===== config.mk =====
export PLATFORM = sky130hd
export DESIGN_NAME = pc_fetch_sequencer_flat
export DESIGN_NICKNAME = d
export VERILOG_FILES = /design/src/rtl/pc_fetch_sequencer_pkg.sv /design/src/rtl/pc_fetch_sequencer_if.sv /design/src/rtl/pc_fetch_sequencer_next_pc_mux.sv /design/src/rtl/pc_fetch_sequencer.sv /design/src/flat_wrapper.sv
export SDC_FILE = /design/constraint.sdc
export NUM_CORES = 1
export LEC_CHECK = 0
export ABC_AREA = 1
export CAP_MARGIN = 20
export CORE_MARGIN = 2
export CORE_UTILIZATION = 47
export DETAILED_ROUTE_END_ITERATION = 16
export GPL_TIMING_DRIVEN = 0
export PLACE_DENSITY = 0.87
export SYNTH_ARGS = -nofsm -noshare
export SYNTH_HDL_FRONTEND = slang
export SYNTH_HIERARCHICAL = 1
export SYNTH_SLANG_ARGS = --single-unit

===== constraint.sdc =====
create_clock -name CLK -period 5.4 [get_ports CLK]
set_input_delay 1.62 -clock CLK [delete_from_list [all_inputs] [get_ports CLK]]
set_output_delay 1.62 -clock CLK [all_outputs]
set_load 0.1 [all_outputs]

===== src/rtl/pc_fetch_sequencer_pkg.sv =====
// Shared types and constants for the PC fetch sequencer: FSM state encoding,
// redirect priority ranking, the sequential increment and the default vectors.
package pc_fetch_sequencer_pkg;

    localparam int unsigned PC_INCR              = 4;
    localparam logic [31:0] RESET_VECTOR_DEFAULT = 32'h0000_0000;
    localparam logic [31:0] EXC_VECTOR_DEFAULT   = 32'h0000_0180;

    typedef enum logic [1:0] {
        ST_BOOT  = 2'd0,
        ST_FETCH = 2'd1,
        ST_WAIT  = 2'd2,
        ST_HOLD  = 2'd3
    } state_e;

    // Numeric order is the redirect priority; a larger value wins.
    typedef enum logic [1:0] {
        PRIO_NONE   = 2'd0,
        PRIO_BRANCH = 2'd1,
        PRIO_JUMP   = 2'd2,
        PRIO_EXC    = 2'd3
    } prio_e;

endpackage


===== src/rtl/pc_fetch_sequencer_if.sv =====
// Fetch-sequencer signal bundle: PC register link, instruction-memory handshake
// and the redirect/stall inputs from hazard, branch and exception logic.
interface pc_fetch_sequencer_if #(
    parameter int Address_width = 32
);
    logic [Address_width-1:0] PC_current;
    logic [Address_width-1:0] PC_next;
    logic                     Imem_req;
    logic [Address_width-1:0] Imem_addr;
    logic                     Imem_ready;
    logic                     Instr_valid;
    logic                     Stall;
    logic                     Branch_taken;
    logic [Address_width-1:0] Branch_target;
    logic                     Jump;
    logic [Address_width-1:0] Jump_target;
    logic                     Exception;
    logic                     Misalign_err;

    modport master (
        input  PC_current, Imem_ready, Stall, Branch_taken, Branch_target,
               Jump, Jump_target, Exception,
        output PC_next, Imem_req, Imem_addr, Instr_valid, Misalign_err
    );

    modport slave (
        output PC_current, Imem_ready, Stall, Branch_taken, Branch_target,
               Jump, Jump_target, Exception,
        input  PC_next, Imem_req, Imem_addr, Instr_valid, Misalign_err
    );
endinterface


===== src/rtl/pc_fetch_sequencer_next_pc_mux.sv =====
// Combinational redirect arbitration: ranks this cycle's pulses, swaps misaligned
// targets for the exception vector, merges with the latched redirect, and increments.
module pc_fetch_sequencer_next_pc_mux
    import pc_fetch_sequencer_pkg::*;
#(
    parameter int                     Address_width = 32,
    parameter logic [Address_width-1:0] Exc_vector  = Address_width'(EXC_VECTOR_DEFAULT)
) (
    input  logic [Address_width-1:0] pc_i,
    input  logic                     exc_i,
    input  logic                     jump_i,
    input  logic [Address_width-1:0] jump_tgt_i,
    input  logic                     branch_i,
    input  logic [Address_width-1:0] branch_tgt_i,
    input  prio_e                    pend_prio_i,
    input  logic [Address_width-1:0] pend_addr_i,
    output prio_e                    cur_prio_o,
    output logic [Address_width-1:0] cur_addr_o,
    output logic                     cur_win_o,
    output logic                     cur_mis_o,
    output prio_e                    eff_prio_o,
    output logic [Address_width-1:0] eff_addr_o,
    output logic [Address_width-1:0] pc_incr_o
);

    logic [Address_width-1:0] raw_tgt;

    always_comb begin
        cur_prio_o = PRIO_NONE;
        raw_tgt    = '0;
        if (exc_i) begin
            cur_prio_o = PRIO_EXC;
            raw_tgt    = Exc_vector;
        end else if (jump_i) begin
            cur_prio_o = PRIO_JUMP;
            raw_tgt    = jump_tgt_i;
        end else if (branch_i) begin
            cur_prio_o = PRIO_BRANCH;
            raw_tgt    = branch_tgt_i;
        end

        cur_mis_o  = ((cur_prio_o == PRIO_JUMP) || (cur_prio_o == PRIO_BRANCH)) &&
                     (raw_tgt[1:0] != 2'b00);
        cur_addr_o = cur_mis_o ? Exc_vector : raw_tgt;

        // A fresh redirect of equal or higher rank replaces the latched one.
        cur_win_o  = (cur_prio_o != PRIO_NONE) && (cur_prio_o >= pend_prio_i);
        eff_prio_o = cur_win_o ? cur_prio_o : pend_prio_i;
        eff_addr_o = cur_win_o ? cur_addr_o : pend_addr_i;
    end

    assign pc_incr_o = pc_i + Address_width'(PC_INCR);

endmodule


===== src/rtl/pc_fetch_sequencer.sv =====
// Program-counter sequencer: drives the next PC every cycle and runs the
// instruction-memory request/ready handshake with stall and redirect handling.
module pc_fetch_sequencer
    import pc_fetch_sequencer_pkg::*;
#(
    parameter int                       Address_width = 32,
    parameter logic [Address_width-1:0] Reset_vector  = Address_width'(RESET_VECTOR_DEFAULT),
    parameter logic [Address_width-1:0] Exc_vector    = Address_width'(EXC_VECTOR_DEFAULT)
) (
    input  logic                 CLK,
    input  logic                 RST,
    pc_fetch_sequencer_if.master bus
);

    localparam int AW = Address_width;

    state_e          state_q, state_d;
    logic            req_q, req_d;
    logic            vld_q, vld_d;
    logic            mis_q, mis_d;
    prio_e           pend_prio_q, pend_prio_d;
    logic [AW-1:0]   pend_addr_q, pend_addr_d;
    logic [AW-1:0]   pc_next;

    prio_e           cur_prio, eff_prio;
    logic [AW-1:0]   cur_addr, eff_addr, pc_incr;
    logic            cur_win, cur_mis;
    logic            resp, advance, squash;

    pc_fetch_sequencer_next_pc_mux #(
        .Address_width (AW),
        .Exc_vector    (Exc_vector)
    ) u_next_pc_mux (
        .pc_i         (bus.PC_current),
        .exc_i        (bus.Exception),
        .jump_i       (bus.Jump),
        .jump_tgt_i   (bus.Jump_target),
        .branch_i     (bus.Branch_taken),
        .branch_tgt_i (bus.Branch_target),
        .pend_prio_i  (pend_prio_q),
        .pend_addr_i  (pend_addr_q),
        .cur_prio_o   (cur_prio),
        .cur_addr_o   (cur_addr),
        .cur_win_o    (cur_win),
        .cur_mis_o    (cur_mis),
        .eff_prio_o   (eff_prio),
        .eff_addr_o   (eff_addr),
        .pc_incr_o    (pc_incr)
    );

    // An exception overrides a stall, both at a response and out of HOLD.
    always_comb begin
        resp    = ((state_q == ST_FETCH) || (state_q == ST_WAIT)) && bus.Imem_ready;
        advance = (resp || (state_q == ST_HOLD)) && (!bus.Stall || (eff_prio == PRIO_EXC));
        squash  = advance && (eff_prio != PRIO_NONE);
    end

    always_ff @(posedge CLK or negedge RST) begin
        if (!RST) begin
            state_q     <= ST_BOOT;
            req_q       <= 1'b0;
            vld_q       <= 1'b0;
            mis_q       <= 1'b0;
            pend_prio_q <= PRIO_NONE;
            pend_addr_q <= '0;
        end else begin
            state_q     <= state_d;
            req_q       <= req_d;
            vld_q       <= vld_d;
            mis_q       <= mis_d;
            pend_prio_q <= pend_prio_d;
            pend_addr_q <= pend_addr_d;
        end
    end

    always_comb begin
        state_d = state_q;
        unique case (state_q)
            ST_BOOT:            state_d = ST_FETCH;
            ST_FETCH, ST_WAIT: begin
                if (advance)      state_d = ST_FETCH;
                else if (resp)    state_d = ST_HOLD;
                else              state_d = ST_WAIT;
            end
            ST_HOLD:            if (advance) state_d = ST_FETCH;
            default:            state_d = ST_BOOT;
        endcase
    end

    always_comb begin
        pc_next     = bus.PC_current;
        req_d       = (state_d == ST_FETCH) || (state_d == ST_WAIT);
        vld_d       = advance && !squash;
        mis_d       = cur_win && cur_mis;
        pend_prio_d = pend_prio_q;
        pend_addr_d = pend_addr_q;

        if (state_q == ST_BOOT) begin
            pc_next = Reset_vector;
        end else if (advance) begin
            pc_next = squash ? eff_addr : pc_incr;
        end

        // Consumed redirects clear; otherwise an accepted pulse is parked.
        if (advance) begin
            pend_prio_d = PRIO_NONE;
        end else if (cur_win) begin
            pend_prio_d = cur_prio;
            pend_addr_d = cur_addr;
        end
    end

    assign bus.PC_next      = pc_next;
    assign bus.Imem_req     = req_q;
    assign bus.Imem_addr    = bus.PC_current;
    assign bus.Instr_valid  = vld_q;
    assign bus.Misalign_err = mis_q;

endmodule


===== src/flat_wrapper.sv =====
// flat-port wrapper written by rule: the top's interface ports become plain ports
module pc_fetch_sequencer_flat import pc_fetch_sequencer_pkg::*;
#(
    parameter int                       Address_width = 32,
    parameter logic [Address_width-1:0] Reset_vector  = Address_width'(RESET_VECTOR_DEFAULT),
    parameter logic [Address_width-1:0] Exc_vector    = Address_width'(EXC_VECTOR_DEFAULT)
)
  (CLK, RST, bus_PC_current, bus_Imem_ready, bus_Stall, bus_Branch_taken, bus_Branch_target, bus_Jump, bus_Jump_target, bus_Exception, bus_PC_next, bus_Imem_req, bus_Imem_addr, bus_Instr_valid, bus_Misalign_err);
  pc_fetch_sequencer_if #(.Address_width(Address_width)) bus_i ();
  input  logic CLK;
  input  logic RST;
  input wire logic [$bits(bus_i.PC_current)-1:0] bus_PC_current;
  input wire logic [$bits(bus_i.Imem_ready)-1:0] bus_Imem_ready;
  input wire logic [$bits(bus_i.Stall)-1:0] bus_Stall;
  input wire logic [$bits(bus_i.Branch_taken)-1:0] bus_Branch_taken;
  input wire logic [$bits(bus_i.Branch_target)-1:0] bus_Branch_target;
  input wire logic [$bits(bus_i.Jump)-1:0] bus_Jump;
  input wire logic [$bits(bus_i.Jump_target)-1:0] bus_Jump_target;
  input wire logic [$bits(bus_i.Exception)-1:0] bus_Exception;
  output wire logic [$bits(bus_i.PC_next)-1:0] bus_PC_next;
  output wire logic [$bits(bus_i.Imem_req)-1:0] bus_Imem_req;
  output wire logic [$bits(bus_i.Imem_addr)-1:0] bus_Imem_addr;
  output wire logic [$bits(bus_i.Instr_valid)-1:0] bus_Instr_valid;
  output wire logic [$bits(bus_i.Misalign_err)-1:0] bus_Misalign_err;
  assign bus_i.PC_current = bus_PC_current;
  assign bus_i.Imem_ready = bus_Imem_ready;
  assign bus_i.Stall = bus_Stall;
  assign bus_i.Branch_taken = bus_Branch_taken;
  assign bus_i.Branch_target = bus_Branch_target;
  assign bus_i.Jump = bus_Jump;
  assign bus_i.Jump_target = bus_Jump_target;
  assign bus_i.Exception = bus_Exception;
  assign bus_PC_next = bus_i.PC_next;
  assign bus_Imem_req = bus_i.Imem_req;
  assign bus_Imem_addr = bus_i.Imem_addr;
  assign bus_Instr_valid = bus_i.Instr_valid;
  assign bus_Misalign_err = bus_i.Misalign_err;
  pc_fetch_sequencer #(.Address_width(Address_width), .Reset_vector(Reset_vector), .Exc_vector(Exc_vector)) u_core (.CLK(CLK), .RST(RST), .bus(bus_i));
endmodule

# After elaboration in Yosys (flattened, before gate mapping)

Index checks and enable logic that the tools add are counted.

Register bits after elaboration: 39

Equality and inequality tests: 8
Magnitude comparators: 1
Multiplexer cells: 17
Reductions and logical operators: 19
$add $sub $neg: 1

Operators by type and width:

| operator              | count |
|---|---|
| $mux 32               | 8 |
| $add 32x3->32 const B | 1 |
| $mux 2                | 6 |
| $eq 2x2->1 const B    | 5 |
| $logic_and 1x1->1     | 7 |
| $eq 2x1->1 const B    | 3 |
| $pmux 2 s3            | 1 |
| $reduce_bool 2->1     | 3 |
| $logic_or 1x1->1      | 5 |
| $ge 2x2->1            | 1 |
| $logic_not 1->1       | 2 |
| $logic_not 2->1       | 1 |
| $mux 1                | 2 |
| $reduce_or 2->1       | 1 |

# Logic depth before layout (Yosys ltp)

Gate-level depths: netlist (run 1).

Word-level depth: 13
Gate-level depth with buffers: 19
Mapped depth without buffers: 16

# Modules after synthesis

The synthesis (run 1) kept the hierarchy.

Modules (own cells, without submodules):

| module                         | instances | cells each | area each (sq um) | seq. area each (sq um) |
|---|---|---|---|---|
| pc_fetch_sequencer             | 1         | 411        | 2813.9            | 975.9 |
| pc_fetch_sequencer_next_pc_mux | 1         | 474        | 2143.3            | 0.0 |

# Least setup slack after synthesis (run 1)

Ideal clock, no wire load.

Path kind: in2out
Start point: in bus_Jump
End point: out bus_PC_next[29]
Path slack: -0.327 ns
Stages on the path: 18
Data arrival time: 4.107 ns
Required time: 3.780 ns
Path through: buf_4 inv_4 nand2_1 ha_1 nand2_1 nand2_1 nand2_2 buf_4 nand2_1 nand2_1 nand2_2 nand2_4 nand2_2 buf_6 inv_4 buf_6 o2111ai_1 nand2_1

Longest elaborated chain between the ends: 12
Elaborated cells on any way between the ends: 23

Ends and longest elaborated chain:

| element                                         | RTL line                             | source |
|---|---|---|
| start: declaration                              | flat_wrapper.sv:17                   | `input wire logic [$bits(bus_i.Jump)-1:0] bus_Jump;` |
| $mux 2 *                                        | pc_fetch_sequencer_next_pc_mux.sv:34 | `end else if (jump_i) begin` |
| $mux 2 *                                        | pc_fetch_sequencer_next_pc_mux.sv:31 | `if (exc_i) begin` |
| via u_core.cur_prio[1]                          | pc_fetch_sequencer.sv:25             | `prio_e cur_prio, eff_prio;` |
| $ge 2x2->1 or $reduce_bool 2->1 (tied branches) | pc_fetch_sequencer_next_pc_mux.sv:47 | `cur_win_o = (cur_prio_o != PRIO_NONE) && (cur_prio_o >= pend_prio_i);` |
| $logic_and 1x1->1 *                             | pc_fetch_sequencer_next_pc_mux.sv:47 |  |
| $mux 2 *                                        | -                                    |  |
| via u_core.eff_prio[0]                          | pc_fetch_sequencer.sv:25             |  |
| $eq 2x2->1                                      | pc_fetch_sequencer.sv:54             | `advance = (resp \|\| (state_q == ST_HOLD)) && (!bus.Stall \|\| (eff_prio == PRIO_EXC));` |
| $logic_or 1x1->1                                | pc_fetch_sequencer.sv:54             |  |
| $logic_and 1x1->1                               | pc_fetch_sequencer.sv:54             |  |
| $logic_and 1x1->1                               | pc_fetch_sequencer.sv:55             | `squash = advance && (eff_prio != PRIO_NONE);` |
| $mux 32                                         | pc_fetch_sequencer.sv:101            | `pc_next = squash ? eff_addr : pc_incr;` |
| $mux 32 *                                       | pc_fetch_sequencer.sv:100            | `end else if (advance) begin` |
| $mux 32 *                                       | pc_fetch_sequencer.sv:98             | `if (state_q == ST_BOOT) begin` |
| end: declaration                                | flat_wrapper.sv:20                   | `output wire logic [$bits(bus_i.PC_next)-1:0] bus_PC_next;` |

The timed path passes the listed nets; every way through them passes the cells marked *.

# Final worst setup path (run 1)

Start point: in bus_PC_current[24]
End point: out bus_PC_next[31]

Longest elaborated chain between the ends: 4

Ends and longest elaborated chain:

| element                | RTL line                             | source |
|---|---|---|
| start: declaration     | flat_wrapper.sv:12                   | `input wire logic [$bits(bus_i.PC_current)-1:0] bus_PC_current;` |
| $add 32x3->32          | pc_fetch_sequencer_next_pc_mux.sv:52 | `assign pc_incr_o = pc_i + Address_width'(PC_INCR);` |
| via u_core.pc_incr[31] | pc_fetch_sequencer.sv:26             | `logic [AW-1:0] cur_addr, eff_addr, pc_incr;` |
| $mux 32                | pc_fetch_sequencer.sv:101            |  |
| $mux 32                | pc_fetch_sequencer.sv:100            |  |
| $mux 32                | pc_fetch_sequencer.sv:98             |  |

The timed path passes the listed nets, and every way through them passes these cells.

==> results of run 1 <==
==> state kept, by name, summed over array words and instances, names as in the netlist <==
name	count
u_core/bus.Instr_valid	1
u_core/bus.Misalign_err	1
u_core/pend_prio_q	2
u_core/pend_addr_q	32
u_core/bus.Imem_req	1
u_core/state_q	2
==> routing by layer <==
layer	wire (um)	GRT usage (%)	vias to the layer above	share of wire (%)
met5	0	0	-	0
met4	737	14.5	0	4.2
met3	1750	5.05	79	9.9
met2	8360	52.4	366	47
met1	6840	38.4	2833	39
li1	-	-	3129	-
==> worst reg2reg max path, cell delays in order, from the launching register on <==
cell and delay (ps):
dfrtp_1 390, inv_1 80, ha_4 270, nand2_4 60, a21oi_4 210, buf_2 250
clkbuf_1 390, buf_1 450, nand3_1 150, nand2_1 90
==> final cells by class <==
| type | instances | area share, % |
|---|---|---|
| clock buffers | 6 | 0.941 |
| well taps | 136 | 2.21 |
| repair buffers | 184 | 26.7 |
| inverters | 57 | 3.75 |
| clock inverters | 1 | 0.389 |
| plain buffers | 86 | 7.72 |
| flip-flops and latches | 39 | 12.7 |
| multi-input cells | 702 | 45.6 |
==> power breakdown <==
group / leakage, nW / internal [mW] / switching [mW]
clock network: 0.0513 / 0.136 / 0.104
registers: 0.512 / 0.409 / 0.0607
logic: 3.30 / 1.13 / 2.51
total: 3.86 / 1.68 / 2.68
==> worst max-delay path by stage <==
stage                      endpoint  slack [ps]  depth (start not counted)
floorplan           bus_PC_next[13]          20                         19
global placement    bus_PC_next[30]       -1550                         19
detailed placement  bus_PC_next[28]       -1590                         17
CTS                 bus_PC_next[16]         -10                         11
global route        bus_PC_next[31]          -6                         12
finish              bus_PC_next[31]          20                         12
==> logic make-up (layout without fill, tap and decap cells) <==
logic type               Yosys count  count (layout)  synth area share, %
AND/OR/NAND/NOR                  664             664                 57.4
buffers and inverters            145             334                 16.1
adder cells (fa/ha/maj)            4               4                 1.01
AO/OA/AOI/OAI                     16              16                 2.90
flip-flops                        39              39                 19.7
XOR/XNOR                          16              16                 2.83
other                              1               2               0.0756
==> layout by cell type, fill, tap and decap left out, types with 9 or more instances in the layout <==
master	count
buf_12	21
buf_2	25
buf_4	62
buf_8	10
clkbuf_1	9
clkdlybuf4s50_1	121
clkinvlp_4	16
dfrtp_1	39
dlymetal6s2s_1	12
inv_1	35
nand2_1	408
nand2_2	18
nand2_4	17
nand3_1	87
nand3b_1	12
nand4_1	35
nor2_1	62
nor2_4	14
xor2_1	10
==> timing repair <==
action,in CTS,in global routing
cloned,1,0
hold endpoints to repair,0,0
setup buffers,10,6
endpoints found under the setup margin,32,32
resized for setup,295,45
hold buffers,0,0
pin swaps,8,7
==> per-stage QoR <==
stage / utilization (%) / setup TNS [ps] / setup WS [ps] / std cells / total power [mW]
2_1_floorplan: - / 0 / 15.2 / 886 / 2.85
3_3_place_gp: 68.0 / -46870 / -1550 / 1189 / 3.54
3_5_place_dp: 67.9 / -48070 / -1590 / 1189 / 3.57
4_1_cts: 73.2 / -12.7 / -12.7 / 1205 / 4.23
5_1_grt: 75.0 / -5.85 / -5.85 / 1211 / 4.57
6_report: 75.0 / 0 / 21.6 / 1211 / 4.35
==> flow_summary.ini, run 1 <==
[status]
status = finished, final reports clean

[timing]
maxSlewHeadroom_pct = 34.2
fin_crit_ps = 5380
fmax_mhz = 186
finalCritPeriodShare_pct = 99.6
tightestPinTransition_ps = 984
timing.final.max_slew_violations = 0
setup_violations = 0
hold_viol = 0
fin_hold_ws_ps = 471
finClkSkew_ps = 3.22

[routing]
vias = 6407
routed_via_density = 5.29
ant_nets = 0
drtPass1Iterations = 7
drtIter0Drc = 535
drc = 0
drt-total-wl_um = 17700
avgRoutedWirePerCell_um = 14.6

[clock_tree]
clockBufferDepth = 2
clock_latency_ps = 290
clock-sinks = 39
htreeDepth = 2
path_clk_slew_ps = 70
cts_buffers = 5
cts_tree = done
root_buffer = clkbuf_8

[setup_path]
critPathKind = primary input to output port
crit_slowest_cell = clkdlybuf4s50_1
worstPathRequired_ps = 3780
critPathTopFamily = simple AND/OR/NAND/NOR gates
crit_fanout = 6
critPathCaptureType = output port
reg2reg_from = u_core/pend_prio_q[1]
reg2regPathDepth = 9
critPathArrivalTime_ps = 3760
crit_buf_inv = 3
max_stage_delay_ps = 640
critPathLaunch = bus_PC_current[24]
crit_path_start_kind = primary input
r2r_setup_slack_ps = 3010
path_cells = clkdlybuf4s50_1, nand2_1, nor2_1, nand2_1, nor2_1, nand3b_1, nand2_1, nand4_1, nand3_1, nand2_1, clkinvlp_4, buf_8
r2r_end = u_core/pend_addr_q[21]
path_common_cell = nand2_1

[worst_hold_path]
whs_path_depth = 2
hold_end = u_core/pend_addr_q[23]
hold_class = register to register
hold_start = u_core/pend_addr_q[23]

[synthesis]
synth_edf_count = 0
synth-main-ff-cell = dfrtp_1
synthesis.instances = 885
synth_most_common_cell = nand2_1
yosys.area.top_type_share_pct = 33.1
synth_area_sq_mm = 0.00496
synth_warnings = 6
synth.area.top_cells = nand2_1, dfrtp_1, nand3_1
ys_ff_latch = 39
yosys.area.top_type = nand2_1
synth_area_per_cell_sq_um = 5.60
yosys-top-cells-count = nand2_1, nand3_1, nor2_1, inv_1, buf_4
async_flop_share_pct = 100
seq_area_frac_synth_pct = 19.7
synth_cell_type_count = 26

[power]
power_density_mw_per_mm2 = 565
peakVddDrop_mv = 0.404
power_leakage_nw = 3.86

[cells_and_area]
fillers = 830
final-seq-area_sq_um = 976
nets = 1182
n_antenna_cell = 0
design_area_sq_mm = 0.00771
multiInputGateArea_sq_mm = 0.00351
drive_above_1_share_pct = 20.9
area_delta_synth_final_pct = 55.5

[floorplan]
die_w_um = 107
die_area_sq_mm = 0.0114
core_sq_mm = 0.0103
rows = 37
initial_core_util_pct = 48.2
die_h_um = 107
num_io_pins = 170

[placed_design]
placed_cell_area_sq_mm = 0.00698
gp_congestion = 0.989
numPortBuffers = 167
dp_hpwl_um = 12900

[global_route]
antenna_found_initial = 0
grt_pass1_vias = 6023
grt_start_max_net_pins = 40
overflow = 0
grt.total_usage_pct = 30.9
grt_pass1_wl_um = 28500

[run]
maxCapViolCount = 0
Power figures use the tool's default switching activity.
==> inputs of run 2 (changes only) <==
--- a/config.mk
+++ b/config.mk
@@ -7,11 +7,13 @@
 export LEC_CHECK = 0
 export ABC_AREA = 1
 export CAP_MARGIN = 20
+export CELL_PAD_IN_SITES_DETAIL_PLACEMENT = 1
+export CELL_PAD_IN_SITES_GLOBAL_PLACEMENT = 2
 export CORE_MARGIN = 2
-export CORE_UTILIZATION = 47
+export CORE_UTILIZATION = 23
 export DETAILED_ROUTE_END_ITERATION = 16
 export GPL_TIMING_DRIVEN = 0
-export PLACE_DENSITY = 0.87
+export PLACE_DENSITY = 0.88
 export SYNTH_ARGS = -nofsm -noshare
 export SYNTH_HDL_FRONTEND = slang
 export SYNTH_HIERARCHICAL = 1
==> constraint.sdc (replaced) <==
create_clock -name CLK -period 5.4 [get_ports CLK]
set_input_delay 1.62 -clock CLK [delete_from_list [all_inputs] [get_ports CLK]]
set_output_delay 1.62 -clock CLK [all_outputs]
set_load 0.01 [all_outputs]
==> run 2 against run 1 <==
  * Power shrank 31%
  * Critical path depth increased by 9
  * Global-route usage decreased by 12 points
  * Highest routed layer unchanged
  * Core utilization down 39 points
  * Largest power group unchanged
  * Combinational power down 40%
  * Setup slack improved by 110 ps
  * Non-clock buffer count up 14
  * Sequential share of layout area increased by 0.37 points
  * Final cell count up 13%
  * Cell area fell by 2.8%
  * Count of clock-buffer cells in the layout did not move
  * Sequential power hardly changed
==> flow_summary.ini, run 2 (synthesis gave the netlist of run 1 again) <==
[run]
maxCapViolCount = 0

[cells_and_area]
regMostFlops = u_core/pend_addr_q
largest_register_ffs = 32
layoutNonFillerInstCount = 1365
fillers = 2786
drive_above_1_share_pct = 18.0
area_delta_synth_final_pct = 51.2
n_antenna_cell = 0
layout_commonest_cell = nand2_1
nets = 1196
top_regs = u_core/pend_addr_q: 32 flops, u_core/pend_prio_q: 2 flops, u_core/state_q: 2 flops
final-seq-area_sq_um = 976
multiInputGateArea_sq_mm = 0.00332
layout_common_cells = nand2_1, clkdlybuf4s50_1, nand3_1

[floorplan]
die_w_um = 151
die_area_sq_mm = 0.0227
core_sq_mm = 0.0211
num_io_pins = 170
rows = 53
initial_core_util_pct = 23.5
die_h_um = 151

[routing]
drt-total-wl_um = 21600
vias = 6231
drc = 0
avgRoutedWirePerCell_um = 15.8
drtIter0Drc = 277
drtPass1Iterations = 5
ant_nets = 0
routed_via_density = 4.56

[clock_tree]
clock-sinks = 39
clockBufferDepth = 2
clock_latency_ps = 290
htreeDepth = 2
root_buffer = clkbuf_16
cts_buffers = 5
path_clk_slew_ps = 50
cts_tree = done

[setup_path]
reg2regPathDepth = 10
critPathCaptureType = output port
critPathArrivalTime_ps = 3650
r2r_setup_slack_ps = 2810
r2r_end = u_core/pend_addr_q[12]
crit_path_start_kind = primary input
critPathKind = primary input to output port
worstPathRequired_ps = 3780
reg2reg_from = u_core/pend_prio_q[1]
crit_fanout = 8

[placed_design]
dp_hpwl_um = 17000
gp_congestion = 0.870
numPortBuffers = 167
dp_cells = 1329

[worst_hold_path]
hold_start = u_core/pend_addr_q[28]
whs_path_depth = 2
hold_end = u_core/pend_addr_q[28]
hold_class = register to register

[global_route]
grt_pass1_vias = 6308
grt.total_usage_pct = 18.7
antenna_found_initial = 0
grt_pass1_wl_um = 33200
overflow = 0
grt_start_max_net_pins = 36

[timing]
finalCritPeriodShare_pct = 97.6
hold_viol = 0
setup_violations = 0
timing.final.max_slew_violations = 0
finClkSkew_ps = 4.88
fin_hold_ws_ps = 468
fmax_mhz = 190
tightestPinTransition_ps = 652
fin_tns_setup_ps = 0
maxSlewHeadroom_pct = 56.5
fin_crit_ps = 5270

[status]
status = finished, final reports clean

[power]
p_int_mw = 1.50
power_density_mw_per_mm2 = 404
peakVddDrop_mv = 0.182
finalPower_mw = 3.03
p_clk_share_pct = 11.6
switching_share_pct = 50.3
p_sw_mw = 1.52
share_comb_of_total_power_pct = 72.8
pwr-share-seq_pct = 15.6
power_leakage_nw = 3.94
## run 2: cell count changes in the layout (fill, tap and decap cells not counted), moves of 7 or more
cell / change
buf_12: -18
buf_2: +18
buf_6: +11
buf_8: -7
clkbuf_2: +11
clkinvlp_4: -16
inv_1: +16
nand2_1: +21
nand2_2: -8
nand2_4: -13
## run 2: worst max-delay path by stage
stage                   from         endpoint  slack (ps)
3_5_place_dp   bus_Exception  bus_PC_next[26]       -1260
4_1_cts        bus_Exception  bus_PC_next[13]           6
5_1_grt             bus_Jump  bus_PC_next[14]          -9
6_report            bus_Jump  bus_PC_next[25]         130
3_3_place_gp   bus_Exception  bus_PC_next[29]       -1200
2_1_floorplan       bus_Jump  bus_PC_next[29]         230
## run 2: power by group through the flow
stage          registers, mW  logic, mW  clock network, mW
6_report               0.471       2.20              0.352
5_1_grt                0.488       2.43              0.370
4_1_cts                0.472       2.13              0.362
3_5_place_dp           0.476       1.99                  0
3_3_place_gp           0.471       1.96                  0
2_1_floorplan          0.464       1.14                  0
## run 2: layer usage
layer | track usage (%) | wire length, um
met5 | 0 | 0
met3 | 2.23 | 1130
met2 | 32.5 | 10100
met1 | 24.6 | 9800
met4 | 4.72 | 491
## run 2: layout make-up
type                    instances  share of cell area (%)
multi-input cells             702                    44.3
repair buffers                197                    24.5
flip-flops and latches         39                    13.0
plain buffers                  87                    8.27
well taps                     275                    4.59
inverters                      57                    3.06
clock buffers                   6                    1.85
clock inverters                 2                   0.468
## run 2: critical path, cell delays in order
cell     delay, ps
buf_4          150
inv_8           60
nand2_4         60
ha_4           270
nand2_2         50
nand2_2         70
nand2_2         70
buf_6          130
nand2_1         70
nand2_2         80
nand2_2         90
nand2_4         80
nand2_4         90
buf_12         150
buf_6          110
buf_8           90
nand2_1         40
nand3_1         80
nand2_1         80
inv_1          100
buf_6          100
## run 2: what timing repair did
action,4_1_cts,5_1_grt
setup endpoints to repair,32,32
hold buffers,0,0
setup buffers,22,3
gates cloned,1,3
pin swaps,9,18
resized for setup,121,71
## run 2: per-stage QoR
stage                     utilization (%)  worst slack, ps  instance area, sq um
after CTS                            35.3             5.58                  7450
after global routing                 35.5            -8.55                  7490
after global placement               33.1            -1200                  6980
final                                35.5              130                  7490
after floorplan                         -              227                  4960
after detailed placement             33.2            -1260                  6990
==> inputs of run 3 (changes only) <==
--- a/config.mk
+++ b/config.mk
@@ -11,6 +11,7 @@
 export CELL_PAD_IN_SITES_GLOBAL_PLACEMENT = 2
 export CORE_MARGIN = 2
 export CORE_UTILIZATION = 23
+export CTS_CLUSTER_SIZE = 20
 export DETAILED_ROUTE_END_ITERATION = 16
 export GPL_TIMING_DRIVEN = 0
 export PLACE_DENSITY = 0.88
==> results of run 3 <==
No change in the layout: final DEF, timing and power equal those of run 2.
